$ cat src/rtl/spi_slave_pkg.sv
// Shared constants for the SPI mode-0 slave byte engine.
package spi_slave_pkg;

  localparam int SPI_DATA_W      = 8;
  localparam int SPI_SYNC_STAGES = 2;

  // Word shifted out when a word starts with nothing in the holding register.
  localparam logic [7:0] SPI_IDLE_FILL = 8'h00;

endpackage

$ cat src/rtl/spi_slave_core_if.sv
// Byte-side bus of the SPI slave core: received-word strobe and TX holding register.
interface spi_slave_core_if #(
  parameter int DATA_W = 8
) ();

  // TX handshake: a word transfers on any clk edge where tx_valid_i && tx_ready_o;
  // tx_data_i must be stable while tx_valid_i is high. RX has no backpressure:
  // rx_valid_o is a 1-clk strobe and rx_data_o holds until the next word completes.
  logic [DATA_W-1:0] rx_data_o;
  logic              rx_valid_o;
  logic [DATA_W-1:0] tx_data_i;
  logic              tx_valid_i;
  logic              tx_ready_o;
  logic              tx_underrun_o;

  modport slave (
    output rx_data_o, rx_valid_o, tx_ready_o, tx_underrun_o,
    input  tx_data_i, tx_valid_i
  );

  modport master (
    input  rx_data_o, rx_valid_o, tx_ready_o, tx_underrun_o,
    output tx_data_i, tx_valid_i
  );

endinterface

$ cat src/rtl/spi_sync_edge.sv
// N-flop synchronizer for an asynchronous pin plus one history flop for edge detection.
module spi_sync_edge #(
  parameter int STAGES = 2
) (
  input  logic clk,
  input  logic rst_n,
  input  logic d,
  output logic level,
  output logic rise,
  output logic fall
);

  logic [STAGES-1:0] sync_q;
  logic              hist_q;

  // Flops reset to 0 so a pin already low at reset release never produces a fall.
  always_ff @(posedge clk or negedge rst_n) begin
    if (!rst_n) begin
      sync_q <= '0;
      hist_q <= 1'b0;
    end else begin
      sync_q <= {sync_q[STAGES-2:0], d};
      hist_q <= sync_q[STAGES-1];
    end
  end

  assign level = sync_q[STAGES-1];
  assign rise  = level & ~hist_q;
  assign fall  = ~level & hist_q;

endmodule

$ cat src/rtl/spi_slave_core.sv
// SPI mode-0 slave byte engine, MSB first, fully oversampled in the clk domain.
module spi_slave_core
  import spi_slave_pkg::*;
#(
  parameter int DATA_W      = SPI_DATA_W,
  parameter int SYNC_STAGES = SPI_SYNC_STAGES
) (
  input  logic             clk,
  input  logic             rst_n,
  input  logic             spi_sclk_i,
  input  logic             spi_cs_n_i,
  input  logic             spi_mosi_i,
  output logic             spi_miso_o,
  output logic             spi_miso_oe_o,
  output logic             frame_active_o,
  spi_slave_core_if.slave  bus
);

  localparam int                CNT_W     = (DATA_W > 1) ? $clog2(DATA_W) : 1;
  localparam logic [CNT_W-1:0]  LAST_BIT  = CNT_W'(DATA_W - 1);
  localparam logic [DATA_W-1:0] IDLE_WORD = DATA_W'(SPI_IDLE_FILL);

  logic sclk_lvl, sclk_rise, sclk_fall;
  logic cs_lvl, cs_rise, cs_fall;
  logic sync_unused;

  logic [SYNC_STAGES-1:0] mosi_q;
  logic                   mosi_bit;

  logic              active_q;
  logic [CNT_W-1:0]  bit_cnt;
  logic [DATA_W-1:0] rx_sr;
  logic [DATA_W-1:0] tx_sr;
  logic [DATA_W-1:0] tx_buf;
  logic              tx_pend;
  logic [DATA_W-1:0] rx_data_q;
  logic              rx_valid_q;
  logic              underrun_q;

  logic shift_en, word_start, consume, write_en, miso_bit;

  spi_sync_edge #(.STAGES(SYNC_STAGES)) u_sclk_sync (
    .clk   (clk),
    .rst_n (rst_n),
    .d     (spi_sclk_i),
    .level (sclk_lvl),
    .rise  (sclk_rise),
    .fall  (sclk_fall)
  );

  spi_sync_edge #(.STAGES(SYNC_STAGES)) u_cs_sync (
    .clk   (clk),
    .rst_n (rst_n),
    .d     (spi_cs_n_i),
    .level (cs_lvl),
    .rise  (cs_rise),
    .fall  (cs_fall)
  );

  assign sync_unused = ^{sclk_lvl, sclk_fall, cs_lvl};

  always_ff @(posedge clk or negedge rst_n) begin
    if (!rst_n) begin
      mosi_q <= '0;
    end else begin
      mosi_q <= {mosi_q[SYNC_STAGES-2:0], spi_mosi_i};
    end
  end

  assign mosi_bit = mosi_q[SYNC_STAGES-1];

  // A frame only counts once its CS fall was seen after reset, so a frame
  // already running when reset releases stays ignored.
  always_ff @(posedge clk or negedge rst_n) begin
    if (!rst_n) begin
      active_q <= 1'b0;
    end else if (cs_fall) begin
      active_q <= 1'b1;
    end else if (cs_rise) begin
      active_q <= 1'b0;
    end
  end

  assign frame_active_o = (active_q & ~cs_rise) | cs_fall;
  assign spi_miso_oe_o  = frame_active_o;

  assign shift_en   = sclk_rise & frame_active_o & ~cs_fall;
  assign word_start = shift_en & (bit_cnt == '0);
  assign consume    = word_start & tx_pend;
  assign write_en   = bus.tx_valid_i & bus.tx_ready_o;

  always_ff @(posedge clk or negedge rst_n) begin
    if (!rst_n) begin
      bit_cnt    <= '0;
      rx_sr      <= '0;
      tx_sr      <= '0;
      rx_data_q  <= '0;
      rx_valid_q <= 1'b0;
      underrun_q <= 1'b0;
    end else begin
      rx_valid_q <= 1'b0;
      underrun_q <= 1'b0;
      if (cs_fall || cs_rise) begin
        bit_cnt <= '0;
        rx_sr   <= '0;
        tx_sr   <= '0;
      end else if (shift_en) begin
        rx_sr   <= {rx_sr[DATA_W-2:0], mosi_bit};
        bit_cnt <= (bit_cnt == LAST_BIT) ? '0 : bit_cnt + 1'b1;
        if (bit_cnt == '0) begin
          if (tx_pend) begin
            tx_sr <= tx_buf << 1;
          end else begin
            tx_sr      <= IDLE_WORD << 1;
            underrun_q <= 1'b1;
          end
        end else begin
          tx_sr <= tx_sr << 1;
        end
        if (bit_cnt == LAST_BIT) begin
          rx_data_q  <= {rx_sr[DATA_W-2:0], mosi_bit};
          rx_valid_q <= 1'b1;
        end
      end
    end
  end

  // Consumption is applied before the write so a same-cycle write is kept.
  always_ff @(posedge clk or negedge rst_n) begin
    if (!rst_n) begin
      tx_buf  <= '0;
      tx_pend <= 1'b0;
    end else begin
      if (consume) begin
        tx_pend <= 1'b0;
      end
      if (write_en) begin
        tx_buf  <= bus.tx_data_i;
        tx_pend <= 1'b1;
      end
    end
  end

  // Before the first rise of a word the MSB comes straight from the holding register.
  always_comb begin
    miso_bit = tx_sr[DATA_W-1];
    if (bit_cnt == '0) begin
      miso_bit = tx_pend ? tx_buf[DATA_W-1] : IDLE_WORD[DATA_W-1];
    end
    spi_miso_o = frame_active_o & miso_bit;
  end

  assign bus.rx_data_o     = rx_data_q;
  assign bus.rx_valid_o    = rx_valid_q;
  assign bus.tx_ready_o    = ~tx_pend;
  assign bus.tx_underrun_o = underrun_q;

endmodule

$ cat src/flat_wrapper.sv
// flat-port wrapper written by rule: the top's interface ports become plain ports
module spi_slave_core_flat import spi_slave_pkg::*;
#(
  parameter int DATA_W      = SPI_DATA_W,
  parameter int SYNC_STAGES = SPI_SYNC_STAGES
)
  (clk, rst_n, spi_sclk_i, spi_cs_n_i, spi_mosi_i, spi_miso_o, spi_miso_oe_o, frame_active_o, bus_rx_data_o, bus_rx_valid_o, bus_tx_ready_o, bus_tx_underrun_o, bus_tx_data_i, bus_tx_valid_i);
  spi_slave_core_if #(.DATA_W(DATA_W)) bus_i ();
  input  logic clk;
  input  logic rst_n;
  input  logic spi_sclk_i;
  input  logic spi_cs_n_i;
  input  logic spi_mosi_i;
  output logic spi_miso_o;
  output logic spi_miso_oe_o;
  output logic frame_active_o;
  output wire logic [$bits(bus_i.rx_data_o)-1:0] bus_rx_data_o;
  output wire logic [$bits(bus_i.rx_valid_o)-1:0] bus_rx_valid_o;
  output wire logic [$bits(bus_i.tx_ready_o)-1:0] bus_tx_ready_o;
  output wire logic [$bits(bus_i.tx_underrun_o)-1:0] bus_tx_underrun_o;
  input wire logic [$bits(bus_i.tx_data_i)-1:0] bus_tx_data_i;
  input wire logic [$bits(bus_i.tx_valid_i)-1:0] bus_tx_valid_i;
  assign bus_rx_data_o = bus_i.rx_data_o;
  assign bus_rx_valid_o = bus_i.rx_valid_o;
  assign bus_tx_ready_o = bus_i.tx_ready_o;
  assign bus_tx_underrun_o = bus_i.tx_underrun_o;
  assign bus_i.tx_data_i = bus_tx_data_i;
  assign bus_i.tx_valid_i = bus_tx_valid_i;
  spi_slave_core #(.DATA_W(DATA_W), .SYNC_STAGES(SYNC_STAGES)) u_core (.clk(clk), .rst_n(rst_n), .spi_sclk_i(spi_sclk_i), .spi_cs_n_i(spi_cs_n_i), .spi_mosi_i(spi_mosi_i), .spi_miso_o(spi_miso_o), .spi_miso_oe_o(spi_miso_oe_o), .frame_active_o(frame_active_o), .bus(bus_i));
endmodule
$ cat config.mk
export PLATFORM = sky130hd
export DESIGN_NAME = spi_slave_core_flat
export DESIGN_NICKNAME = d
export VERILOG_FILES = /design/src/rtl/spi_slave_pkg.sv /design/src/rtl/spi_slave_core_if.sv /design/src/rtl/spi_sync_edge.sv /design/src/rtl/spi_slave_core.sv /design/src/flat_wrapper.sv
export SDC_FILE = /design/constraint.sdc
export NUM_CORES = 1
export LEC_CHECK = 0
export BUFFER_PORTS_ARGS = -buffer_cell sky130_fd_sc_hd__buf_4
export CAP_MARGIN = 10
export CORE_ASPECT_RATIO = 0.6
export CORE_MARGIN = 4
export CORE_UTILIZATION = 30
export DETAILED_ROUTE_END_ITERATION = 10
export GPL_TIMING_DRIVEN = 0
export HOLD_SLACK_MARGIN = 0.08
export MAX_ROUTING_LAYER = met4
export PLACE_DENSITY = 0.58
export SYNTH_ARGS = -nofsm -noshare
export SYNTH_HDL_FRONTEND = slang
export SYNTH_SLANG_ARGS = --single-unit
$ cat constraint.sdc
create_clock -name clk -period 1.7 [get_ports clk]
set_input_delay 0 -clock clk [delete_from_list [all_inputs] [get_ports clk]]
set_output_delay 0 -clock clk [all_outputs]
set_load 0.1 [all_outputs]
==> impl_metrics.csv <==
group,metric,value,unit
placement,dp_hpwl,2.33,mm
synthesis,synth_top_area_share,58.6,%
floorplan,die_w,111,um
synthesis,yosys_register_bits,45,
timing,hold_viol,0,
clocking,clk_latency,0.28,ns
power_and_ir_drop,p_leak,1.24,nW
global_route,grt_max_degree,46,
clocking,root_buffer,"clkbuf_8",
synthesis,syn-num-nets,162,
job,max-cap-violations,0,
drt,viasPerCell,4.30,
drt,avgRoutedWirePerCell,12.7,um
cells_and_area,layout-drive-gt1-share,37.3,%
timing,setup_viol,0,
global_route,antenna_found_initial,0,
synthesis,yosys.area.top_type,"dfrtp_1",
clocking,cts_buffers,5,
critical_path,crit_type,"flip-flop to flip-flop",
run_status,status,"completed",
cells_and_area,diodes,0,
timing,rsz0062_at_grt,"yes",
drt,drcViolationCount,0,
critical_path,path_max_fanout,9,
timing,clock_skew,0.00255,ns
timing,worstMarginPinSlew,0.566,ns
timing,fin_setup_tns,0,ns
synthesis,yosysMostFrequentCell,"dfrtp_1",
critical_path,endpoint_kind,"flip-flop",
timing,timing.slew.headroom,62.3,%
synthesis,synth_simple_gate_area_share,10.8,%
critical_path,crit_top_cell,"ha_1",
timing,post-route-period-util,97.5,%
synthesis,synth_mux_area_share,17.2,%
synthesis,ys_warn_count,0,
synthesis,syn_inst,143,
critical_path,worstPathArrival,1.83,ns
floorplan,design.die.area,7800,um^2
clocking,clkTransAtPathRegs,0.08,ns
synthesis,yosysSeqAreaShare,58.6,%
synthesis,async_reset_ff_share,100,%
clocking,cts_tree,"yes",
cells_and_area,fin_area,2530,um^2
timing,max_freq,603,MHz
global_route,grt_pass1_vias,1311,
placement,place_congestion,0.712,
timing,worst_hold_slack,0.243,ns
global_route,grt_use_total,10.3,%
critical_path,worstPathRequired,1.87,ns
floorplan,start_util,31.2,%
placement,postPlaceCellArea,2250,um^2
clocking,max-clock-path-buffers,2,
critical_path,max_stage_delay,0.41,ns
critical_path,cp-start-kind,"flip-flop",
synthesis,synth_commonest_cells,"dfrtp_1, nand2_1, mux2i_1, mux2_2, mux2_4",
synthesis,ys_types,27,
synthesis,synth_top_family_by_area,"multiplexers",
cells_and_area,fillCellCount,590,
worst_hold_path,min_path_type,"input port to async pin",
floorplan,core,6170,um^2
drt,dr.pass1.iters,4,
synthesis,synthAdderAreaFrac,3.25,%
synthesis,syn_avg_cell_area,13.4,um^2
critical_path,crit_chain,"buf_4, ha_1, ha_1, and4_4, buf_12, mux2_4",
timing,timing.final.crit_period,1.66,ns
synthesis,synth_edf_count,0,
critical_path,cpMaxStageDelayCell,"dfrtp_1",
placement,io_buffers,27,
synthesis,synth_ff_type,"dfrtp_1",
placement,dp_cells,254,
cells_and_area,fin_cells,277,
power_and_ir_drop,peakVddDrop,0.000509,V
synthesis,netlist_area,1920,um^2
floorplan,num_rows,22,
synthesis,synth-compound-area-share,5.99,%
cells_and_area,area_growth,31.6,%
global_route,grt_overflow_total,0,
synthesis,synth-xor-area-share,0,%
clocking,cts_max_level,2,
synthesis,ys_top_cells_by_area,"dfrtp_1, mux2_4, mux2i_1",
drt,drt.antenna.violating_nets,0,
drt,wl,3.53,mm
timing,finalMaxSlewViolations,0,
drt,via_count,1192,
cells_and_area,final_core_util,41.1,%
global_route,grt_pass1_wl,6.44,mm
floorplan,die_h,70.0,um
floorplan,io_pins,28,
clocking,clkSinkCount,45,
cells_and_area,nNetsFinal,211,
power_and_ir_drop,power_density,930,nW/um^2
drt,drt_iter0_drc,59,
==> path summary, 6_finish.rpt <==
kind | depth (start not counted) | end | slack, ns | start
setup / recovery | 6 | u_core.bus.rx_data_o[3] | 0.04 | u_core.bit_cnt[1]
hold / removal | 2 | u_core.u_sclk_sync.sync_q[1] | 0.24 | rst_n
setup reg to reg | 6 | u_core.bus.rx_data_o[3] | 0.04 | u_core.bit_cnt[1]
hold reg to reg | 0 | u_core.u_cs_sync.sync_q[1] | 0.35 | u_core.u_cs_sync.sync_q[0]
max in group asynchronous | 2 | u_core.bit_cnt[2] | 1.04 | rst_n
min in group clk | 0 | u_core.u_cs_sync.sync_q[1] | 0.35 | u_core.u_cs_sync.sync_q[0]
==> state kept, by name, summed over array words and instances, names as in the netlist <==
signal	flops
u_core.active_q	1
u_core.bit_cnt	3
u_core.bus.rx_data_o	8
u_core.bus.rx_valid_o	1
u_core.bus.tx_underrun_o	1
u_core.mosi_q	2
u_core.rx_sr	7
u_core.tx_buf	8
u_core.tx_pend	1
u_core.tx_sr	7
u_core.u_cs_sync.hist_q	1
u_core.u_cs_sync.sync_q	2
u_core.u_sclk_sync.hist_q	1
u_core.u_sclk_sync.sync_q	2
==> metal layers <==
metal  up-vias  GRT usage [%]  wire (um)
met5         -              -          0
met4         0           2.02          0
met3         0           3.55        139
met2        16           13.9       1470
met1       573           15.0       1920
li1        603              -          -
==> cell families after synthesis <==
| logic type | count (synthesis) |
|---|---|
| mux | 28 |
| fa+ha+maj | 5 |
| compound gates | 16 |
| buf+inv | 15 |
| simple gates | 34 |
| flops | 45 |
==> placed cells by master (no fill, tap or decap) <==
cell type and count:
dfrtp_1 44, buf_4 30, nand2_1 15, dlygate4sd3_1 13, mux2i_1 11, mux2_2 9
mux2_4 8, and4b_1 6, a21oi_1 6, o2bb2ai_1 6, inv_1 5, clkbuf_8 5
clkbuf_1 4, nand3_1 3, inv_2 2, buf_2 2, buf_12 2, ha_1 2
ha_2 2, a21o_4 1, nand2b_2 1, nor2b_4 1, nand3_2 1, a21boi_4 1
and2b_1 1, nor3b_4 1, nor3_1 1, and4_4 1, clkbuf_2 1, clkbuf_4 1
nor2b_1 1, a21boi_2 1, nor2_1 1, a41oi_1 1, nand4_1 1, ha_4 1
dfrtp_2 1
==> metrics by stage <==
step	setup WS [ns]	total power, mW
after detailed placement	-0.0533	1.70
after floorplan	0.0544	1.58
after CTS	0.0102	2.38
final	0.0419	2.35
after global routing	-0.0369	2.49
after global placement	-0.0386	1.70
==> layout make-up <==
type                       instances  area (um^2)  share of cell area (%)
sequential                        45         1130                    44.5
multi-input combinational         83          771                    30.4
timing repair buffer              43          368                    14.5
tap                               84          105                    4.15
clock buffer                       8         80.1                    3.16
buffer                             7         53.8                    2.13
inverter                           7         26.3                    1.04
==> power by group <==
| part | leakage, nW | internal, mW | switching [mW] |
|---|---|---|---|
| combinational | 0.617 | 0.244 | 0.253 |
| clock | 0.0395 | 0.293 | 0.336 |
| sequential | 0.585 | 1.18 | 0.0518 |
| total | 1.24 | 1.71 | 0.641 |
==> critical path: cells and delay by family (launching register included) <==
family        cells  cell delay [ns]
fa+ha+maj         2             0.38
buf+inv           2             0.28
flops             1             0.41
mux               1             0.29
simple gates      1             0.18
==> what timing repair did <==
action                     CTS  global route
pin swaps                    2             3
setup endpoints to repair    9            27
resized for setup            9             9
hold buffers                13             0
hold endpoints to repair    57             0
setup buffers                1             2
(Power assumes the default switching activity.)
